$ cat config.mk
export PLATFORM = sky130hd
export DESIGN_NAME = a2d_sched
export DESIGN_NICKNAME = d
export VERILOG_FILES = /design/src/rtl/a2d_sched.sv
export SDC_FILE = /design/constraint.sdc
export NUM_CORES = 1
export LEC_CHECK = 0
export BUFFER_PORTS_ARGS = -buffer_cell sky130_fd_sc_hd__buf_4
export CORE_UTILIZATION = 25
export CTS_BUF_LIST = sky130_fd_sc_hd__clkbuf_8
export DETAILED_ROUTE_END_ITERATION = 7
export GPL_ROUTABILITY_DRIVEN = 0
export PLACE_DENSITY = 0.48
export SYNTH_ARGS = -nofsm -noshare
export SYNTH_HDL_FRONTEND = slang
export SYNTH_SLANG_ARGS = --single-unit
$ cat constraint.sdc
create_clock -name clk -period 3.09 [get_ports clk]
set_input_delay 0.1545 -clock clk [delete_from_list [all_inputs] [get_ports clk]]
set_output_delay 0.1545 -clock clk [all_outputs]
set_load 0.1 [all_outputs]
$ cat src/rtl/a2d_sched.sv
// a2d_sched: round-robin ADC128S conversion scheduler for the left/right load cells and battery.
// The force request port is named force_req because "force" is a reserved word in SystemVerilog.
module a2d_sched #(
    parameter int unsigned PERIOD_W = 18,
    parameter logic [2:0]  CH_LFT   = 3'd0,
    parameter logic [2:0]  CH_RGHT  = 3'd4,
    parameter logic [2:0]  CH_BATT  = 3'd5
) (
    input  logic        clk,
    input  logic        rst_n,
    input  logic        en,
    input  logic        force_req,
    output logic        spi_wrt,
    output logic [15:0] spi_cmd,
    input  logic        spi_done,
    input  logic [15:0] spi_rd,
    output logic [11:0] lft_ld,
    output logic [11:0] rght_ld,
    output logic [11:0] batt,
    output logic        rnd_vld,
    output logic        busy
);

    // state  | meaning
    // IDLE   | no round in progress, waiting for tick or force
    // WRT    | spi_wrt pulse cycle for transaction k
    // WAIT   | waiting for spi_done of transaction k
    // GAP    | one idle cycle so SS_n deasserts between transactions
    // DONE   | rnd_vld cycle; restart immediately if a trigger is pending
    typedef enum logic [2:0] {
        S_IDLE,
        S_WRT,
        S_WAIT,
        S_GAP,
        S_DONE
    } state_t;

    localparam logic [PERIOD_W-1:0] TIMER_ONE = {{(PERIOD_W-1){1'b0}}, 1'b1};

    state_t              state;
    logic [1:0]          k;
    logic                pend;
    logic [PERIOD_W-1:0] timer;
    logic                tick;
    logic                trigger;
    logic                unused_rd;

    assign unused_rd = ^spi_rd[15:12];
    assign tick      = en & (&timer);
    assign trigger   = tick | force_req;

    // Transaction 3 re-requests the left channel as a dummy to clock out the battery result.
    function automatic logic [15:0] cmd_word(input logic [1:0] idx);
        logic [2:0] ch;
        case (idx)
            2'd1:    ch = CH_RGHT;
            2'd2:    ch = CH_BATT;
            default: ch = CH_LFT;
        endcase
        return {2'b00, ch, 11'h000};
    endfunction

    always_ff @(posedge clk or negedge rst_n) begin
        if (!rst_n) begin
            timer <= '0;
        end else begin
            timer <= timer + TIMER_ONE;
        end
    end

    always_ff @(posedge clk or negedge rst_n) begin
        if (!rst_n) begin
            state   <= S_IDLE;
            k       <= 2'd0;
            pend    <= 1'b0;
            spi_wrt <= 1'b0;
            spi_cmd <= 16'h0000;
            lft_ld  <= 12'h000;
            rght_ld <= 12'h000;
            batt    <= 12'h000;
            rnd_vld <= 1'b0;
            busy    <= 1'b0;
        end else begin
            spi_wrt <= 1'b0;
            rnd_vld <= 1'b0;
            if (trigger && (state != S_IDLE)) begin
                pend <= 1'b1;
            end
            case (state)
                S_IDLE: begin
                    if (trigger) begin
                        k       <= 2'd0;
                        spi_cmd <= cmd_word(2'd0);
                        spi_wrt <= 1'b1;
                        busy    <= 1'b1;
                        state   <= S_WRT;
                    end
                end
                S_WRT: begin
                    state <= S_WAIT;
                end
                S_WAIT: begin
                    if (spi_done) begin
                        // ADC returns the previous request, so result k belongs to channel k-1
                        case (k)
                            2'd1:    lft_ld  <= spi_rd[11:0];
                            2'd2:    rght_ld <= spi_rd[11:0];
                            2'd3:    batt    <= spi_rd[11:0];
                            default: ;
                        endcase
                        if (k == 2'd3) begin
                            rnd_vld <= 1'b1;
                            state   <= S_DONE;
                        end else begin
                            k     <= k + 2'd1;
                            state <= S_GAP;
                        end
                    end
                end
                S_GAP: begin
                    spi_cmd <= cmd_word(k);
                    spi_wrt <= 1'b1;
                    state   <= S_WRT;
                end
                S_DONE: begin
                    if (pend || trigger) begin
                        pend    <= 1'b0;
                        k       <= 2'd0;
                        spi_cmd <= cmd_word(2'd0);
                        spi_wrt <= 1'b1;
                        state   <= S_WRT;
                    end else begin
                        busy  <= 1'b0;
                        state <= S_IDLE;
                    end
                end
                default: begin
                    state <= S_IDLE;
                end
            endcase
        end
    end

endmodule
Yosys cells after proc, flatten, opt, wreduce, memory -nomap -nowiden. Index checks and enable logic that the tools add are counted.

Bitwise operators: 2. Eq/ne operators: 12. Multiplexer cells: 26. $add $sub $neg: 2. Reductions and logical operators: 15.

Operators by type and width (number): $pmux 16 s3 (1); $mux 16 (2); $add 18x1->18 const B (1); $reduce_and 18->1 (1); $pmux 3 s5 (1); $reduce_and 3->1 (5); $mux 1 (11); $ne 2x2->1 const B (5); $mux 3 (3); $reduce_bool 3->1 (3); $mux 2 (4); $eq 3x2->1 const B (2); $pmux 2 s3 (1); $pmux 3 s2 (1); $reduce_and 5->1 (1); $eq 2x2->1 const B (2); $eq 3x1->1 const B (1); $eq 3x3->1 const B (1); $logic_not 3->1 (1); $pmux 1 s3 (1); $add 2x1->2 const B (1); $eq 2x1->1 const B (1); $pmux 1 s2 (1); $reduce_and 2->1 (1); 5 further kinds (5).

Register bits: 79. Logic and storage cells: 68. Input bits: 21. Output and inout bits: 55.

Depth between registers and ports, before layout. Gate-level depths: netlist of run 1.

Depth after elaboration: 7. Mapped depth: 6.

Worst setup path before layout of run 1. OpenSTA, ideal clock, no wires.

Path kind: flip-flop to flip-flop. Start point: reg k[0]. End point: reg k[0]. Data arrival time: 1.376 ns. Stages on the path, launching flop included: 6. Required time: 2.965 ns. Buffers on the path: 0. Clock period less this slack: 1.501 ns. Path slack: 1.589 ns. Path through: dfrtp_1 ha_1 or3b_1 a21oi_1 nand3_1 mux2i_1.

Longest elaborated chain between the ends: 4.

Ends and longest elaborated chain: start, declared (RTL line 41) `logic [1:0] k;`; start signal, assigned (RTL line 115) `k <= k + 2'd1;`; $add 2x1->2 (RTL line 115); $mux 2 (RTL line 111) `if (k == 2'd3) begin`; $mux 2 (RTL line 103) `if (spi_done) begin`; $pmux 2 s3 (RTL line 89) `case (state)`.

Parallel ways exist; a longest one is shown, timed or not. The select of a mux whose other input is x is not followed. A chain may end at the register's enable or synchronous reset.

Worst setup path after layout of run 1.
Start point: reg state[1]. End point: reg batt[1].

Longest elaborated chain between the ends: 2.

Ends and longest elaborated chain: start, declared (RTL line 40) `state_t state;`; start signal, assigned (RTL line 73) `state <= S_IDLE;`; start signal, assigned (RTL line 96) `state <= S_WRT;`; start signal, assigned (RTL line 100) `state <= S_WAIT;`; $eq 3x2->1 (RTL line 89); $reduce_and 3->1 (no line); end signal, assigned (RTL line 108) `2'd3: batt <= spi_rd[11:0];`; end, declared (RTL line 19) `output logic [11:0] batt,`.

No other way between the ends.

==> impl.org, run 1 <==
** Outcome
- The run finished with clean final reports.

** Synth
- Count of synthesis-stage warnings from yosys :: 0
- Synthesized instance count :: 220
- The biggest area contributor in the post-synthesis netlist is dfrtp_1.
- Counting flops and latches in the post-synthesis netlist gives 65.
- Prevailing post-synth register cell :: dfrtp_1
- Yosys mapped a number of flops with a built-in enable equal to 0.
- Synth unique cells :: 34
- Area of the mapped netlist :: 2820 um2
- Of the synthesized area, sequential elements account for 0.578.
- Per-instance average area after synthesis :: 12.8 um2
- In the synthesized netlist the async set-or-reset flop fraction comes to 1.00.
- Top cells by area in the synthesized netlist :: dfrtp_1 (58%), mux2_2 (15%), buf_4 (4.5%)
- The share of synthesized area in the top cell type comes to 0.578.

** Place
- Number of I/O port buffers :: 57
- Detailed Place HPWL :: 3.80 mm
- Dpl ws :: 1.18 ns

** Critical path
- The largest individual stage delay along the critical path comes from the cell dfrtp_1.
- The critical path goes through nor2b_1 > and2_4 > nand3_2 > mux2_2.
- The worst setup path is launched from a register.
- Arrival time worst endpoint :: 2.11 ns
- STA classifies the critical path endpoint as a register.
- Data required time at the worst endpoint :: 3.32 ns
- Critical Path Max Stage Delay :: 0.54 ns
- Setup CP Type :: reg -> reg
- Peak fanout along the critical path :: 14

** Clock tree
- Once the clock tree was built, the setup fixing pass inserted 0 buffers.
- Total clock buffers created by CTS :: 9
- The clock tree synthesis step divided the H-tree into 3 levels.
- CTS tree :: built
- Resized cells post-CTS :: 0
- CTS Hold Buffers Added :: 1
- Clock latency on the worst-skew pair :: 0.34 ns
- After clock tree synthesis, the clock-pin slew on the worst setup and hold paths is 0.08 ns.
- The tree is rooted in a clkbuf_8.
- For this design, the sink count on the clock tree is 65.
- Clock tree buffer depth :: 2

** Timing
- Dividing the final minimum period by the clock period gives 0.609.
- In the post-route analysis, the smallest setup slack over all paths is 1.21 ns.
- Setup repair after global routing left no endpoint under its margin.
- The worst pin sits at a relative slew slack of 0.439.
- Number of slew-limit violations in the final report :: 0
- Setup total negative slack on the finished layout was measured at 0 ns.
- The number of hold violations in the final report was 0.
- Timing would allow up to 0.532 GHz.
- Setup violators final :: 0
- Post-route minimum period :: 1.88 ns
- The clock arrives with 0.0101 ns of skew.
- Worst Tran Pin Value :: 0.842 ns

** Floorplan
- Die Y-Extent :: 108 um
- In this run the core area contains 38 standard-cell rows.
- Die footprint :: 11,700 um2
- Core Area :: 10,900 um2
- The die is 108 um wide.
- Io pins :: 76
- Effective utilization at floorplan :: 0.259

** Route
- DR vias :: 1,839
- Met1 Routed Length :: 2.61 mm
- Total met2 wirelength after detailed routing :: 2.70 mm
- In the routed design, unresolved DRC markers number 0.
- Initial DRT Pass Iterations :: 4
- Routed len/inst :: 13.3 um
- After detailed routing, the number of vias per cell comes to 4.29.
- Summed over all layers, the routed wires come to 5.69 mm.
- Number of routed nets with antenna violations :: 0
- The detailed router used layers up to and including met4.
- Detailed routing placed a total of 298 um of wire on met3.
- In this run, the number of DRC markers left after iteration 0 of detailed routing was 79.

** Final layout
- The area growth from synthesis to layout is 26.8%.
- The library cell used most frequently in the layout, excluding fill and tap cells, is dfrtp_1.
- Total number of nets in the final design :: 309
- The layout has 1,120 filler cells.
- Ratio of cells with drive above 1 in the final layout :: 0.401
- The library cells used most frequently in the layout, excluding fill and tap cells, are dfrtp_1 (65), buf_4 (59), mux2_2 (37).
- Number of diodes :: 0

** Global routing
- Maximum number of pins on one net before global-route repair :: 66
- Initial antenna violation count :: 0
- Total global routing track utilization :: 0.109
- Wire length of the first global-routing pass :: 9.49 mm
- The number of global-route vias before repair is 1,883.
- After global routing the overflow that remains totals 0.

** Job
- Across the run, the number of max-cap violations was 0.

** Hold path
- The min-delay analysis places its worst path in the category in -> reg.
-- cell usage after synthesis, types with 2 or more instances --
cell type	instances
a21oi_1	5
a221oi_1	3
and3_1	3
buf_2	2
buf_4	17
dfrtp_1	65
ha_1	4
inv_1	8
mux2_2	37
mux2i_1	2
nand2_1	11
nand3_1	9
nand4_1	6
nor2_1	9
nor2b_1	2
nor3_2	2
o21ai_0	3
o31ai_1	2
xnor2_1	11
xor2_1	5
-- sequential cells by signal (all words and copies together) (netlist names) --
signal	count
timer	18
batt	12
lft_ld	12
rght_ld	12
state	3
k	2
spi_cmd	2
busy	1
pend	1
rnd_vld	1
spi_wrt	1
-- cell type report --
class,count,area [um2],area share
multi-input combinational,140,1070,0.299
sequential,65,1630,0.456
clock buffer,9,124,0.0347
timing repair buffer,60,453,0.127
clock inverter,7,95.1,0.0266
tap,140,175,0.0491
inverter,8,30.0,0.00841
-- through the flow --
stage / hold WS (ns) / util / cell area, um2 / cells
after global placement: 0.332 / 0.307 / 3340 / 412
final: 0.0513 / 0.328 / 3570 / 429
after global routing: 0.0383 / 0.328 / 3570 / 429
after floorplan: -0.141 / - / 2870 / 233
after CTS: 0.0360 / 0.328 / 3570 / 429
after detailed placement: 0.330 / 0.307 / 3340 / 412
-- critical path: cells and delay by family (launching register included) --
kind / cells / cell delay (ns)
multiplexers: 1 / 0.43
flip-flops: 1 / 0.54
AND/OR/NAND/NOR: 3 / 0.79
-- layer usage --
layer  GRT usage  vias to the layer above
met2       0.167                       54
met3      0.0380                        6
met4      0.0499                        0
met5           0                        -
li1            -                      863
met1       0.137                      916
-- kinds of logic (layout without fill, tap and decap cells) --
kind of cell             after synthesis  after routing  share of synthesized area
AO/OA/AOI/OAI                         18             18                     0.0435
XOR/XNOR                              16             16                     0.0498
adder cells (fa/ha/maj)                4              4                     0.0178
buffers and inverters                 28             84                     0.0609
flip-flops                            65             65                      0.578
multiplexers                          39             39                      0.155
other                                  1             14                    0.00133
AND/OR/NAND/NOR                       49             49                     0.0942
-- worst paths after layout --
kind,startpoint,end,slack (ns),depth (start not counted)
setup / recovery,state[1],batt[1],1.21,4
hold / removal,spi_rd[4],lft_ld[4],0.05,2
setup reg to reg,state[1],batt[1],1.21,4
hold reg to reg,timer[17],timer[17],0.47,1
max in group asynchronous,rst_n,timer[7],2.08,2
min in group asynchronous,rst_n,timer[11],0.44,2
Power of run 1 is left out: the tool's default activity adds up to more than one toggle a clock period on the data nets, which glitch-free logic cannot reach.
==> inputs of run 2 (changes only) <==
Settings changed: PLACE_DENSITY 0.48 to 0.5.
Clock period 3.09 ns to 1.65 ns, I/O delays scaled along.
==> run 2 against run 1 <==
  * Clock skew rose by 0.0033 ns
  * Final area rose by 8.0%
  * Via count rose by 5.1%
  * Critical path type unchanged
  * Largest cell class unchanged
  * Wire length rose by 1.6%
  * Sequential cell count did not move
  * Fmax rose by 19%
==> impl.org, run 2 (synthesis gave the netlist of run 1 again) <==
** Outcome
- The run finished with clean final reports.

** Route
- The number of iterations in the first detailed-routing pass is 5 (+1).
- DR vias :: 1,933 (+5.1%)
- Routed len/inst :: 12.7 um (-4.4%)
- The mean number of vias per cell was 4.24 (-1.1%).
- Residual DRC count :: 0 (unchanged)
- Number of DRC markers in iteration 0 :: 74 (-6.3%)
- Number of routed nets with antenna violations :: 0 (unchanged)
- The routed wire length is 5.79 mm (+1.6%).

** Job
- Max-cap check violation count :: 0 (unchanged)

** Timing
- Worst Tran Pin Value :: 0.512 ns (-0.330 ns)
- Crit share post-route :: 0.958 (+0.350)
- Final count of hold timing violations :: 0 (unchanged)
- Setup repair after global routing could not meet its margin everywhere.
- The achievable clock frequency was 0.632 GHz (+19%).
- Post-route minimum period :: 1.58 ns (-0.299 ns)
- The hold slack is 0.0309 ns (-0.0204 ns).
- Number of slew-limit violations in the final report :: 0 (unchanged)
- Setup violators final :: 0 (unchanged)
- Final worst clock skew :: 0.0134 ns (+0.00326 ns)
- The max-slew headroom at the worst pin was 0.659 (+0.220).

** Critical path
- The longest individual stage delay on the worst path came to 0.49 ns (-0.05 ns).
- Slowest CP cell :: a221oi_1
- The data arrival time of the critical path was 1.86 ns (-0.25 ns).
- Number of buffers and inverters on the critical path :: 0 (unchanged)
- Data required time at the worst endpoint :: 1.93 ns (-1.39 ns)
- The biggest fanout along the worst timing path is 3 (-11).
- The worst setup path is captured at a register.
- The critical path is of the reg -> reg type.
- Cells traversed along the worst timing path :: ha_1 > nand4_1 > nor3_2 > a221oi_1 > o32a_1
- The startpoint identified for the worst register-to-register timing path is timer[0].
- Top cell family by delay on the critical path :: compound AO/OA/AOI/OAI gates
- First element of the critical path :: timer[0]
- CP Launch Type :: register

** Final layout
- The area of the multi-input gates is 1070 um2 (+0.59%).
- The number of nets in the final layout came to 336 (+8.7%).
- Relative area change from synthesis to final layout :: 36.9%
- Ratio of cells with drive above 1 in the final layout :: 0.418 (+0.0163)
- Register cell area after layout :: 1630 um2 (unchanged)
- Most common library cell in the layout ignoring fill and taps :: buf_4
- The library cells used most frequently in the layout, excluding fill and tap cells, are buf_4 (71), dfrtp_1 (65), mux2_2 (37).
- Max FFs per register :: 18 (unchanged)
- Filler Cells Inserted :: 1,095 (-2.2%)
- More flip-flops sit in one register than any other, and that register is timer.
- The number of antenna cells inserted is 0 (unchanged).

** Floorplan
- Io pins :: 76 (unchanged)
- The total die area came to 11,700 um2 (unchanged).
- The die height was 108 um (unchanged).
- Core Area :: 10,900 um2 (unchanged)
- Die Span X :: 108 um (unchanged)
- Effective utilization at floorplan :: 0.259 (unchanged)
- The number of rows created at floorplan is 38 (unchanged).

** Clock tree
- CTS tree :: built
- The clock sink count is 65 (unchanged).
- The clock transition at the registers of the reported paths came to 0.09 ns (about the same).
- Clock latency on the worst-skew pair :: 0.35 ns (about the same)
- Post-CTS Setup Inserts :: 0 (unchanged)
- The buffer levels on the longest clock path came to 2 (unchanged).
- CTS H-tree lvls :: 3 (unchanged)
- Total clock buffers created by CTS :: 9 (unchanged)
- Master cell of the clock root buffer :: clkbuf_8

** Global routing
- The global-route congestion overflow total is 0 (unchanged).
- The number of antenna violations at the first check in global routing came to 0 (unchanged).
- Wire length of the first global-routing pass :: 9.68 mm (+2.0%)
- The number of global-route vias before repair came to 1,970 (+4.6%).
- The global-route usage over all layers is 0.110 (+0.00106).
- The maximum number of pins on one net before global-route repair is 41 (-38%).

** Place
- Detailed Place HPWL :: 4.12 mm (+8.6%)
- Number of I/O port buffers :: 57 (unchanged)

** Hold path
- The worst hold path begins at force_req.
- The min-delay analysis places its worst path in the category in -> reg.
[run 2: cell count changes in the layout (fill, tap and decap cells not counted), moves of 2 or more]
| cell | delta |
|---|---|
| clkinv_4 | +2 |
| buf_4 | +12 |
| inv_6 | +2 |
| dlygate4sd3_1 | +12 |
| buf_12 | +3 |
| clkinvlp_4 | -3 |
[run 2: layout make-up]
class / count / area share
Sequential cell: 65 / 0.422
Inverter: 8 / 0.00779
Tap cell: 140 / 0.0454
Multi-Input combinational cell: 140 / 0.278
Clock inverter: 7 / 0.0266
Timing Repair Buffer: 87 / 0.188
Clock buffer: 9 / 0.0321
[run 2: through the flow]
step	setup TNS, ns	utilization	cell area (um2)	setup WS (ns)	cells
CTS	0	0.354	3850	0.0413	456
finish	0	0.354	3850	0.0685	456
detailed placement	-0.00720	0.321	3490	-0.00720	427
global placement	0	0.321	3490	0.0807	427
global route	-0.0982	0.354	3850	-0.0318	456
floorplan	0	-	2870	0.149	233
[run 2: worst reg2reg max path: cells and delay by family, from the launching register on]
family	cells	cell delay, ns
compound gates	2	0.70
flops	1	0.39
fa+ha+maj	1	0.22
simple gates	2	0.19
[run 2: timing repair]
action	CTS	global route
endpoints found under the hold margin	91	0
gates resized for setup	1	1
hold buffers	13	0
pin swaps	0	2
setup endpoints to repair	2	4
[run 2: routing by layer]
layer  global-route usage  part of all wire
met3               0.0301             0.049
met1                0.135              0.44
met5                    0                 0
met2                0.174              0.49
met4               0.0616             0.020
[run 2: final timing paths]
path | end | slack [ns] | depth (start not counted)
min reg2reg | timer[16] | 0.48 | 1
min | busy | 0.03 | 3
max in group asynchronous | rght_ld[11] | 0.95 | 3
max | spi_cmd[13] | 0.07 | 5
min in group asynchronous | timer[0] | 0.18 | 2
max reg2reg | spi_cmd[13] | 0.07 | 5
Power of run 2 is left out for the same reason.
